===== src/rtl/ovl_fabric_cfg_ctrl.sv =====
// rtl/ovl_fabric_cfg_ctrl.sv - configuration, run/pause sequencing and alarm capture for a chain of checker slots
module ovl_fabric_cfg_ctrl #(
    parameter int NUM_SLOTS = 4,
    parameter int CNT_W     = 8
) (
    input  logic                   clk,
    input  logic                   rst,
    input  logic                   cfg_valid,
    output logic                   cfg_ready,
    input  logic [2:0]             cfg_slot,
    input  logic [1:0]             cfg_select,
    input  logic [2:0]             cfg_num_cks,
    input  logic                   cfg_commit,
    input  logic                   run_req,
    output logic [2*NUM_SLOTS-1:0] slot_select,
    output logic [3*NUM_SLOTS-1:0] slot_num_cks,
    output logic                   slot_enable,
    output logic                   slot_rst,
    input  logic [NUM_SLOTS-1:0]   slot_out,
    input  logic                   chain_cfg_invalid,
    output logic [2:0]             state,
    output logic                   alarm,
    output logic [2:0]             alarm_slot,
    output logic [CNT_W-1:0]       alarm_count,
    output logic                   err_cfg
);

    typedef enum logic [2:0] {
        IDLE  = 3'd0,
        CLEAR = 3'd1,
        CHECK = 3'd2,
        RUN   = 3'd3,
        PAUSE = 3'd4
    } state_t;

    state_t                 state_q, state_d;
    logic [2*NUM_SLOTS-1:0] sh_sel_q, act_sel_q;
    logic [3*NUM_SLOTS-1:0] sh_cks_q, act_cks_q;
    logic                   alarm_q, err_cfg_q;
    logic [2:0]             alarm_slot_q, first_idx;
    logic [CNT_W-1:0]       alarm_count_q;
    logic                   wr_fire, any_fire;

    assign cfg_ready   = (state_q == IDLE) || (state_q == PAUSE);
    assign slot_enable = (state_q == RUN);
    // Checkers are held in reset for the whole time the controller is.
    assign slot_rst    = !rst || (state_q == CLEAR);
    assign wr_fire     = cfg_valid && cfg_ready;
    assign any_fire    = |slot_out;

    assign state        = state_q;
    assign slot_select  = act_sel_q;
    assign slot_num_cks = act_cks_q;
    assign alarm        = alarm_q;
    assign alarm_slot   = alarm_slot_q;
    assign alarm_count  = alarm_count_q;
    assign err_cfg      = err_cfg_q;

    always_comb begin
        first_idx = 3'd0;
        for (int i = NUM_SLOTS - 1; i >= 0; i--) begin
            if (slot_out[i]) first_idx = 3'(i);
        end
    end

    always_comb begin
        state_d = state_q;
        case (state_q)
            IDLE:  if (cfg_commit) state_d = CLEAR;
            CLEAR: state_d = CHECK;
            CHECK: begin
                if (chain_cfg_invalid) state_d = IDLE;
                else if (run_req)      state_d = RUN;
                else                   state_d = PAUSE;
            end
            RUN:   if (!run_req) state_d = PAUSE;
            PAUSE: begin
                if (cfg_commit)   state_d = CLEAR;
                else if (run_req) state_d = RUN;
            end
            default: state_d = IDLE;
        endcase
    end

    always_ff @(posedge clk or negedge rst) begin
        if (!rst) begin
            state_q       <= IDLE;
            sh_sel_q      <= {NUM_SLOTS{2'd2}};
            sh_cks_q      <= {NUM_SLOTS{3'd1}};
            act_sel_q     <= {NUM_SLOTS{2'd2}};
            act_cks_q     <= {NUM_SLOTS{3'd1}};
            alarm_q       <= 1'b0;
            alarm_slot_q  <= 3'd0;
            alarm_count_q <= '0;
            err_cfg_q     <= 1'b0;
        end else begin
            state_q <= state_d;
            if (wr_fire) begin
                if (32'(cfg_slot) < NUM_SLOTS) begin
                    for (int i = 0; i < NUM_SLOTS; i++) begin
                        if (cfg_slot == 3'(i)) begin
                            sh_sel_q[2*i +: 2] <= cfg_select;
                            sh_cks_q[3*i +: 3] <= cfg_num_cks;
                        end
                    end
                end else begin
                    err_cfg_q <= 1'b1;
                end
            end
            case (state_q)
                CLEAR: begin
                    act_sel_q     <= sh_sel_q;
                    act_cks_q     <= sh_cks_q;
                    alarm_q       <= 1'b0;
                    alarm_slot_q  <= 3'd0;
                    alarm_count_q <= '0;
                    err_cfg_q     <= 1'b0;
                end
                CHECK: if (chain_cfg_invalid) err_cfg_q <= 1'b1;
                RUN: begin
                    if (any_fire) begin
                        alarm_q <= 1'b1;
                        if (!alarm_q) alarm_slot_q <= first_idx;
                        if (alarm_count_q != {CNT_W{1'b1}}) alarm_count_q <= alarm_count_q + 1'b1;
                    end
                end
                default: ;
            endcase
        end
    end

endmodule

===== config.mk =====
export PLATFORM = sky130hd
export DESIGN_NAME = ovl_fabric_cfg_ctrl
export DESIGN_NICKNAME = d
export VERILOG_FILES = /design/src/rtl/ovl_fabric_cfg_ctrl.sv
export SDC_FILE = /design/constraint.sdc
export NUM_CORES = 1
export LEC_CHECK = 0
export ABC_AREA = 1
export BUFFER_PORTS_ARGS = -buffer_cell sky130_fd_sc_hd__buf_2
export CAP_MARGIN = 20
export CORE_MARGIN = 2
export CORE_UTILIZATION = 53
export CTS_CLUSTER_DIAMETER = 40
export DETAILED_ROUTE_END_ITERATION = 7
export GPL_TIMING_DRIVEN = 0
export PLACE_DENSITY_LB_ADDON = 0.1
export SYNTH_ARGS = -nofsm -noshare
export SYNTH_HDL_FRONTEND = slang
export SYNTH_SLANG_ARGS = --single-unit

===== constraint.sdc =====
create_clock -name clk -period 1.4 [get_ports clk]
set_input_delay 0.28 -clock clk [delete_from_list [all_inputs] [get_ports clk]]
set_output_delay 0.28 -clock clk [all_outputs]
set_load 0.01 [all_outputs]

==> results by group, run 1 <==
Worst setup path
  • Crit path from: state[0]
  • CP Capture Type: register
  • Worst Setup Path Type: register to register
  • CP Max Fanout: 8
  • Worst endpoint required time: 1.65 ns
  • Worst Path Arrival: 1.83 ns
  • Kind of launch point of the worst setup path: register
  • Worst reg2reg startpoint: state[0]

Placed design
  • Post-DP HPWL: 3.49 mm
  • Port buffer count: 55
  • Cell count after placement: 398
  • RD Place Congestion: 0.838
  • Place WS: -0.138 ns

Timing
  • Slew @ Worst Pin: 0.748 ns
  • Setup Viol. Count Final: 31
  • PnR worst setup slack: -0.173 ns
  • Headroom to the max-slew limit: 0.499
  • Post-route minimum period: 1.57 ns
  • RSZ-0062 raised after global routing: true
  • Slew Viols, Final: 0
  • Max Clock Skew: 0.0101 ns
  • Fmax achieved: 636 MHz
  • Tcrit/Tclk final: 1.12
  • Final Hold Viols: 0

Global routing
  • Vias in the first global route: 2201
  • Global route total overflow: 0
  • Largest net degree at the start of global routing: 39
  • Gr usage total: 0.268
  • Initial antenna violation count: 0
  • First-pass GRT wire length: 10.5 mm

Routing
  • DR pass1 iterations: 4
  • Final ANT Viol Nets: 0
  • Via count: ~2400
  • Drt wl/cell: 15.5 um
  • Final WL: 6.85 mm
  • Via-to-Cell Ratio: 5.33
  • DRC viols: 0
  • Initial DRC Count: 187

Run status
  • Outcome: complete, but fails checks
  • Failing checks: setup timing

Pwr
  • PD cells: ~1900 mW/mm2
  • Maximum vdd ir drop: 1.26 mV
  • Static leakage: 1.73 nW

Finish
  • # nets final: between 400 and 500
  • ANT cells: 0
  • Growth of design area from synthesis to finish: 41.8%
  • Share of post-route cells with drive strength above 1: 0.427
  • Final cell count without fillers: 443
  • Most common cell after layout, fill and taps aside: nand2_1
  • Commonest cells after routing, fill and taps aside: nand2_1 (102), buf_2 (54), dfrtp_1 (37)

Yosys
  • Yosys warns: 0
  • Synth Cell Area: 0.00245 mm2
  • Seq/Total Area, Yosys: 0.569
  • Yosys cell types: 23
  • Synthesized netlist cell count: slightly below 300
  • Syn_nets: 309
  • Mapped Avg Cell Area: roughly 8.5 um2
  • #FFs+latches synth: 55

Floorplan
  • Initial core utilization: 0.556
  • I/O pin cnt: 57
  • Die W: between 70 and 80 um
  • Die area: 0.00519 mm2
  • Cell Rows: 24
  • Core footprint: 0.00441 mm2
  • Die Y: between 70 and 80 um

Clocking
  • Clk buf depth: 2
  • CTS H-tree lvls: 2
  • CTS Buf Count: 5
  • Clock sinks: 55
  • CTS tree: done
  • Clock root cell: clkbuf_8
  • Clk slew on worst S/H paths: 0.11 ns
  • Clk_lat worst skew: 0.32 ns

Flow run
  • Total of max-cap violations: 0

Min path
  • Hold/Removal Path Class: input port to async pin
-- routing by layer --
layer | part of all wire | GRT usage | vias to the layer above
met5 | 0 | 0 | -
met4 | 0.033 | 0.159 | 0
met3 | 0.054 | 0.0528 | 21
met2 | 0.49 | 0.410 | 95
met1 | 0.42 | 0.357 | 1111
li1 | - | - | 1134
-- timing repair --
action / 4_1_cts / 5_1_grt
setup endpoints to repair: 42 / 47
pin swaps: 7 / 9
hold endpoints to repair: 15 / 24
resized for setup: 52 / 42
cloned: 5 / 0
setup buffers: 23 / 8
hold buffers: 2 / 1
-- worst max-delay path: stages (launching register included) --
cell	delay (ns)
dfrtp_2	0.45
buf_6	0.13
nor2_4	0.17
nand2_2	0.09
nor2_4	0.10
buf_12	0.14
buf_4	0.12
nand3_4	0.12
nand2_2	0.10
o21ai_1	0.07
-- Yosys cell counts --
cell type    n  area [um2]
buf_2        2        10.0
a31oi_1      1        6.26
dfstp_2     16         420
nor2_4       3        33.8
dfrtp_1     39         976
clkbuf_1     2        7.51
or2_2        1        6.26
conb_1       1        3.75
buf_4        3        22.5
nand2_1    123         462
ha_1         1        12.5
buf_6        1        11.3
a21oi_1      2        10.0
nand3_2      5        50.1
o21bai_1     3        22.5
nor3_1       1        5.00
nand3b_1     2        15.0
o21ai_1      2        10.0
nor4_1       1        6.26
o21ai_0     31         155
inv_1       22        82.6
nor2_1      13        48.8
nand3_1     15        75.1
-- final timing paths --
| check | to | slack [ns] | cells after the start |
|---|---|---|---|
| worst max-delay path | sh_cks_q[6] | -0.17 | 9 |
| worst min-delay path | sh_cks_q[1] | 0.07 | 3 |
| worst max register to register | sh_cks_q[6] | -0.17 | 9 |
| worst min register to register | slot_select[1] | 0.47 | 2 |
| max in group asynchronous | state[1] | 0.27 | 2 |
| min in group clk | sh_sel_q[3] | 0.23 | 3 |
-- layout make-up --
| class | instances | area, um2 |
|---|---|---|
| well taps | 52 | 65.1 |
| clock buffers | 6 | 72.6 |
| multi-input cells | 209 | 1150 |
| repair buffers | 91 | 643 |
| inverters | 22 | 82.6 |
| plain buffers | 6 | 50.0 |
| flip-flops and latches | 55 | 1400 |
| clock inverters | 2 | 16.3 |
| fillers | 309 | 937 |
-- registers in the layout, indices dropped and copies added (netlist names) --
register and count:
alarm 1, err_cfg 1, sh_cks_q 12, alarm_slot 2
sh_sel_q 8, slot_select 8, slot_num_cks 12, state 3
alarm_count 8
-- per-stage QoR --
stage / total power [mW] / TNS, ns / hold WS, ns / utilization / cell area, um2
CTS: 6.24 / -3.64 / -0.0586 / 0.751 / 3320
global route: 7.09 / -5.73 / 0.0924 / 0.788 / 3480
global placement: 4.63 / -1.69 / 0.451 / 0.634 / 2800
floorplan: 3.98 / 0 / -0.0156 / - / 2460
finish: 6.68 / -3.01 / 0.0745 / 0.788 / 3480
detailed placement: 4.71 / -1.99 / 0.255 / 0.639 / 2820
-- power breakdown --
group,internal [mW],leakage (nW),switching [mW]
clock network,0.361,0.0418,0.542
registers,2.34,0.675,0.435
logic,1.38,1.02,1.62
-- cell families after synthesis --
| group | after synthesis | synth area share |
|---|---|---|
| AOI/OAI and AO/OA | 39 | 0.0832 |
| buffers and inverters | 30 | 0.0546 |
| adders and majority gates | 1 | 0.00510 |
| and+or+nand+nor | 164 | 0.286 |
| DFF | 55 | 0.569 |
| other | 1 | 0.00153 |
Note: power is estimated with default switching activity, not from simulation.
==> run 2: changes to the inputs <==
ABC_AREA = not set   (was 1)
RECOVER_POWER = 100   (was not set)
==> results by group, run 2 <==
Run status
  • Outcome: complete, but fails checks
  • Failing checks: hold timing, setup timing

Worst setup path
  • Buf/Inv on CP: 1 (-2)
  • Worst r2r dst: alarm_count[6]
  • Worst path depth: 5 (-4)
  • CP max stage cell: dfrtp_2
  • Worst Path Arrival: 2.01 ns (+0.18 ns)
  • Worst Setup Path Type: register to register
  • Crit path from: state[0]
  • R2R cell count: 5 (-4)
  • End of the critical path: alarm_count[6]
  • CP Capture Type: register
  • CP max stage delay: 0.45 ns (about the same)
  • Worst reg2reg startpoint: state[0]
  • Worst endpoint required time: 1.64 ns (about the same)
  • Kind of launch point of the worst setup path: register
  • CP Max Fanout: 6 (-2)
  • Critical path cell sequence: or3b_4, buf_6, o21a_4, or4_4, a21oi_2
  • Reg2Reg Setup Slack: -0.37 ns (-0.20 ns)
  • Cell family with most CP delay: simple AND/OR/NAND/NOR gates

Yosys
  • Most common cell in the synthesized netlist: nand2_1
  • Largest cells by area after synthesis: dfrtp_1 (41%), dfstp_2 (18%), nand2_1 (11%), mux2_2 (10%), o21ai_0 (1.9%)
  • Syn_nets: 242 (-22%)
  • Synth Cell Area: 0.00237 mm2 (-3.5%)
  • Yosys cell types: 39 (+70%)
  • Post-synth top area share: 0.412 (+0.0143)
  • Synthesized netlist cell count: 223 (-23%)
  • Ys async rst share: 1.00 (unchanged)
  • Mapped Avg Cell Area: 10.6 um2 (+26%)
  • Post-synth EDFFs: 0 (unchanged)
  • Seq/Total Area, Yosys: 0.590 (+0.0205)
  • Yosys warns: 0 (unchanged)
  • #FFs+latches synth: 55 (unchanged)
  • Synth cell count leaders: nand2_1 (68), dfrtp_1 (39), mux2_2 (21), dfstp_2 (16)
  • Primary FF master, synth: dfrtp_1
  • Post-synth top area cell: dfrtp_1

Timing
  • Fmax achieved: 565 MHz (-11%)
  • Post-route minimum period: 1.77 ns (+0.196 ns)
  • Final Hold Viols: 18 (+18)
  • Hold WS: -0.0195 ns (-0.0940 ns)
  • Tcrit/Tclk final: 1.26 (+0.140)
  • RSZ-0062 raised after global routing: true
  • Setup Viol. Count Final: 51 (+65%)
  • Headroom to the max-slew limit: 0.540 (+0.0410)
  • Slew @ Worst Pin: 0.689 ns (-0.0590 ns)
  • PnR worst setup slack: -0.369 ns (-0.196 ns)
  • Slew Viols, Final: 0 (unchanged)
  • Max Clock Skew: 0.00653 ns (-0.00360 ns)

Placed design
  • Cell count after placement: 331 (-17%)
  • RD Place Congestion: 0.731 (-13%)
  • Place WS: -0.461 ns (-0.324 ns)
  • Port buffer count: 55 (unchanged)
  • Post-DP HPWL: 3.42 mm (-2.2%)
  • Dpl cell area: 0.00280 mm2 (-0.84%)

Finish
  • Design area: 0.00327 mm2 (-5.9%)
  • Number of fillers in the final layout: 302 (-2.3%)
  • Growth of design area from synthesis to finish: 38.2%
  • # nets final: 333 (-19%)
  • Commonest cells after routing, fill and taps aside: nand2_1 (58), dfrtp_1 (36), buf_2 (36)
  • Most common cell after layout, fill and taps aside: nand2_1
  • Reg area: 0.00140 mm2 (about the same)
  • Final cell count without fillers: 367 (-17%)
  • ANT cells: 0 (unchanged)
  • Multi-input gate area: 0.00111 mm2 (-3.4%)
  • Share of post-route cells with drive strength above 1: 0.498 (+0.0713)

Floorplan
  • Cell Rows: 24 (unchanged)
  • I/O pin cnt: 57 (unchanged)
  • Die W: 70.8 um (-1.7%)
  • Die Y: 70.8 um (-1.7%)
  • Core footprint: 0.00432 mm2 (-2.0%)
  • Die area: 0.00502 mm2 (-3.3%)
  • Initial core utilization: 0.547 (-0.00810)

Global routing
  • First-pass GRT wire length: 8.88 mm (-16%)
  • Global route total overflow: 0 (unchanged)
  • GRT Max-Usage Layer: met2
  • Met2 GRT Util: 0.358 (-0.0522)
  • GR Util met1: 0.318 (-0.0385)
  • Largest net degree at the start of global routing: 30 (-23%)
  • Vias in the first global route: 1878 (-15%)
  • Gr usage total: 0.222 (-0.0465)
  • Met3 Usage GRT: 0.0513 (-0.00150)
  • Initial antenna violation count: 0 (unchanged)

Clocking
  • CTS Buf Count: 5 (unchanged)
  • CTS Hold Bufs: 0 (-2)
  • Clk_lat worst skew: 0.31 ns (about the same)
  • Clk slew on worst S/H paths: 0.10 ns (about the same)
  • Clock sinks: 55 (unchanged)
  • Clk buf depth: 2 (unchanged)
  • CTS H-tree lvls: 2 (unchanged)
  • CTS tree: done
  • Clock root cell: clkbuf_8

Routing
  • Final ANT Viol Nets: 0 (unchanged)
  • Initial DRC Count: 81 (-57%)
  • Via-to-Cell Ratio: 5.41 (+1.5%)
  • Via count: 1985 (-16%)
  • Final WL: 5.61 mm (-18%)
  • DR pass1 iterations: 4 (unchanged)
  • DRC viols: 0 (unchanged)
  • Drt wl/cell: 15.3 um (-1.2%)

Flow run
  • Total of max-cap violations: 0 (unchanged)

Pwr
  • PD cells: 1970 mW/mm2 (+2.5%)
  • Maximum vdd ir drop: 1.26 mV (about the same)
  • Static leakage: 1.59 nW (-8.3%)

Min path
  • Hold/Removal Path Class: input port to async pin
run 2: worst min path at each step:
| stage | from | endpoint | slack [ns] | cells past startpoint |
|---|---|---|---|---|
| 3_3_place_gp | sh_cks_q[6] | slot_num_cks[6] | 0.44 | 2 |
| 4_1_cts | rst | alarm_count[1] | 0.009 | 1 |
| 6_report | rst | alarm_count[6] | -0.02 | 1 |
| 2_1_floorplan | rst | alarm | -0.02 | 0 |
| 5_1_grt | rst | alarm_count[1] | 0.04 | 1 |
| 3_5_place_dp | rst | alarm_count[0] | 0.35 | 1 |
run 2: layout make-up:
| cell class | count | area share |
|---|---|---|
| Tap cell | 52 | 0.0199 |
| Inverter | 4 | 0.00612 |
| Clock inverter | 3 | 0.00689 |
| Multi-Input combinational cell | 156 | 0.339 |
| Sequential cell | 55 | 0.428 |
| Buffer | 6 | 0.0164 |
| Clock buffer | 5 | 0.0210 |
| Timing Repair Buffer | 86 | 0.162 |
run 2: logic make-up after synthesis:
logic type / after synthesis / share of synthesized area
mux: 22 / 0.104
other cells: 1 / 0.00158
fa+ha+maj: 1 / 0.00528
simple gates: 104 / 0.201
compound gates: 28 / 0.0756
buf+inv: 12 / 0.0222
flops: 55 / 0.590
run 2: repair_timing:
action / 4_1_cts / 5_1_grt
setup buffers: 21 / 8
pin swaps: 6 / 15
endpoints found under the setup margin: 54 / 56
endpoints found under the hold margin: 0 / 0
resized for setup: 28 / 34
gates cloned: 0 / 1
run 2: worst reg2reg max path: stages (launching register included):
cell and delay [ns]:
dfrtp_2 0.45, or3b_4 0.43, buf_6 0.14, o21a_4 0.14, or4_4 0.42, a21oi_2 0.12
run 2: power by group:
group | internal [mW] | switching [mW] | total, mW
sequential | 2.37 | 0.391 | 2.76
clock | 0.363 | 0.536 | 0.899
combinational | 1.38 | 1.40 | 2.78
total | 4.12 | 2.33 | 6.44
run 2: stage by stage:
step	total power, mW	hold WS [ns]	setup TNS (ns)	util
final	6.44	-0.0195	-8.25	0.756
after global routing	6.89	0.0363	-11.65	0.756
after CTS	6.14	0.00947	-10.12	0.728
after detailed placement	4.83	0.348	-16.75	0.646
after global placement	4.75	0.440	-16.13	0.642
after floorplan	4.09	-0.0156	-6.71	-
run 2: metal layers:
metal,share of wire,wire [um]
met5,0,0
met4,0.0059,33
met3,0.043,242
met2,0.50,2820
met1,0.45,2510
==> run 3: changes to the inputs <==
clock period = 1.8 ns   (was 1.4 ns; I/O delays follow)
==> results by group, run 3 (synthesis gave the netlist of run 2 again) <==
Pwr
  • Flop pwr share: 0.444 (+0.016)
  • Int Power: 3.15 mW (-23%)
  • Combinational fraction of design power: 0.389 (-0.043)
  • PD cells: 1550 mW/mm2 (-21%)
  • Maximum vdd ir drop: 0.988 mV (-21%)
  • Power, Total: 4.78 mW (-26%)
  • Static leakage: 1.56 nW (-2.2%)
  • P_sw: 1.63 mW (-30%)
  • Clock power frac: 0.167 (+0.027)
  • Sw Share: 0.341 (-0.0200)

Placed design
  • Place WS: -0.164 ns (+0.297 ns)
  • Post-DP HPWL: 3.41 mm (-0.28%)
  • Port buffer count: 55 (unchanged)
  • Dpl cell area: 0.00277 mm2 (-1.0%)
  • Cell count after placement: 331 (unchanged)
  • RD Place Congestion: 0.766 (+4.7%)

Clocking
  • Clk_lat worst skew: 0.30 ns (about the same)
  • Clk slew on worst S/H paths: 0.09 ns (about the same)
  • Clk buf depth: 2 (unchanged)
  • Clock root cell: clkbuf_8
  • CTS H-tree lvls: 2 (unchanged)
  • Clock sinks: 55 (unchanged)
  • CTS tree: done
  • CTS Buf Count: 5 (unchanged)

Timing
  • Headroom to the max-slew limit: 0.514 (-0.0266)
  • Slew Viols, Final: 0 (unchanged)
  • Tcrit/Tclk final: 1.03
  • PnR worst setup slack: -0.0480 ns (+0.321 ns)
  • Fmax achieved: 541 MHz
  • Max Clock Skew: 0.00995 ns (+0.00342 ns)
  • Post-route minimum period: 1.85 ns
  • Setup Viol. Count Final: 5 (-90%)
  • RSZ-0062 raised after global routing: true
  • Slew @ Worst Pin: 0.723 ns (+0.0332 ns)
  • Final Hold Viols: 0 (-18)

Global routing
  • Initial antenna violation count: 0 (unchanged)
  • Gr usage total: 0.210 (-0.0120)
  • Vias in the first global route: 1804 (-3.9%)
  • First-pass GRT wire length: 8.40 mm (-5.4%)
  • Largest net degree at the start of global routing: 32 (+6.7%)
  • Global route total overflow: 0 (unchanged)

Worst setup path
  • Reg2Reg Setup Slack: -0.03 ns (+0.34 ns)
  • R2R cell count: 4 (-1)
  • CP Max Fanout: 6 (unchanged)
  • Critical path cell sequence: or3b_4, clkbuf_16, nand2_4, buf_6
  • Worst path depth: 4 (-1)
  • Worst endpoint required time: 1.44 ns (-0.20 ns)
  • CP max stage delay: 0.45 ns (about the same)
  • Buf/Inv on CP: 2 (+1)
  • Cell family with most CP delay: simple AND/OR/NAND/NOR gates
  • CP Capture Type: output pin
  • Worst Setup Path Type: register to output pin
  • Worst r2r dst: sh_cks_q[1]
  • CP max stage cell: dfrtp_2
  • Worst Path Arrival: 1.49 ns (-0.52 ns)
  • Kind of launch point of the worst setup path: register
  • Worst reg2reg startpoint: state[0]

Floorplan
  • Initial core utilization: 0.547 (unchanged)
  • Cell Rows: 24 (unchanged)
  • Die Y: 70.8 um (unchanged)
  • Die area: 0.00502 mm2 (unchanged)
  • Core footprint: 0.00432 mm2 (unchanged)
  • I/O pin cnt: 57 (unchanged)
  • Die W: 70.8 um (unchanged)

Finish
  • Multi-input gate area: 998 um2 (-10%)
  • # nets final: 320 (-3.9%)
  • ANT cells: 0 (unchanged)
  • Final cell count without fillers: 354 (-3.5%)
  • Reg area: 0.00140 mm2 (unchanged)
  • Share of post-route cells with drive strength above 1: 0.470 (-0.0282)
  • Number of fillers in the final layout: 333 (+10%)
  • Most common cell after layout, fill and taps aside: nand2_1
  • Growth of design area from synthesis to finish: 30.3%
  • Design area: 0.00309 mm2 (-5.7%)
  • Commonest cells after routing, fill and taps aside: nand2_1 (67), buf_2 (54), dfrtp_1 (36)

Flow run
  • Total of max-cap violations: 0 (unchanged)

Routing
  • Via-to-Cell Ratio: 5.37 (-0.71%)
  • Final WL: 5.08 mm (-9.5%)
  • Initial DRC Count: 104 (+28%)
  • Via count: 1901 (-4.2%)
  • Final ANT Viol Nets: 0 (unchanged)
  • Drt wl/cell: 14.3 um (-6.1%)
  • DR pass1 iterations: 4 (unchanged)
  • DRC viols: 0 (unchanged)

Run status
  • Outcome: complete, but fails checks
  • Failing checks: setup timing

Min path
  • Hold/Removal Path Class: input port to async pin
run 3: power groups by stage:
stage,logic (mW),clock network [mW],registers [mW]
2_1_floorplan,0.945,0,2.21
3_3_place_gp,1.55,0,2.11
3_5_place_dp,1.59,0,2.13
4_1_cts,1.85,0.817,2.11
5_1_grt,2.07,0.870,2.19
6_report,1.86,0.800,2.12
run 3: final cells by class:
class,instances,area share
clock buffer,6,0.0235
buffer,6,0.0199
tap,52,0.0211
sequential,55,0.454
multi-input combinational,156,0.324
clock inverter,2,0.0122
inverter,4,0.00568
timing repair buffer,73,0.140
run 3: routing by layer:
metal  track usage  wire length (um)  share of wire  vias to the layer above
li1              -                 -              -                      915
met1         0.291              2340           0.46                      943
met2         0.346              2490           0.49                       41
met3        0.0442               216          0.043                        2
met4        0.0440                26         0.0051                        0
met5             0                 0              0                        -
run 3: worst register-to-register path: stages, from the launching register on:
cell and delay, ns:
dfrtp_2 0.47, nor4b_2 0.48, nor3b_4 0.25, buf_4 0.18
mux2_2 0.34
run 3: what timing repair did:
| item | in CTS | in global routing |
|---|---|---|
| endpoints found under the setup margin | 27 | 34 |
| hold buffers | 0 | 0 |
| pin swaps | 3 | 5 |
| resized for setup | 19 | 12 |
| setup buffers | 10 | 7 |
run 3: how the worst max path moves through the flow:
stage	start	endpoint	slack, ns
floorplan	state[1]	alarm_count[6]	-0.005
global route	state[0]	sh_cks_q[2]	-0.11
CTS	state[1]	slot_rst	-0.19
finish	state[2]	slot_rst	-0.05
global placement	rst	slot_rst	-0.15
detailed placement	state[0]	sh_cks_q[1]	-0.16
run 3: through the flow:
| stage | util | TNS, ns | hold WS (ns) |
|---|---|---|---|
| after CTS | 0.701 | -0.500 | 0.0831 |
| final | 0.714 | -0.139 | 0.0692 |
| after global routing | 0.714 | -0.646 | 0.103 |
| after floorplan | - | -0.00546 | 0.0644 |
| after global placement | 0.635 | -0.773 | 0.444 |
| after detailed placement | 0.640 | -1.17 | 0.395 |
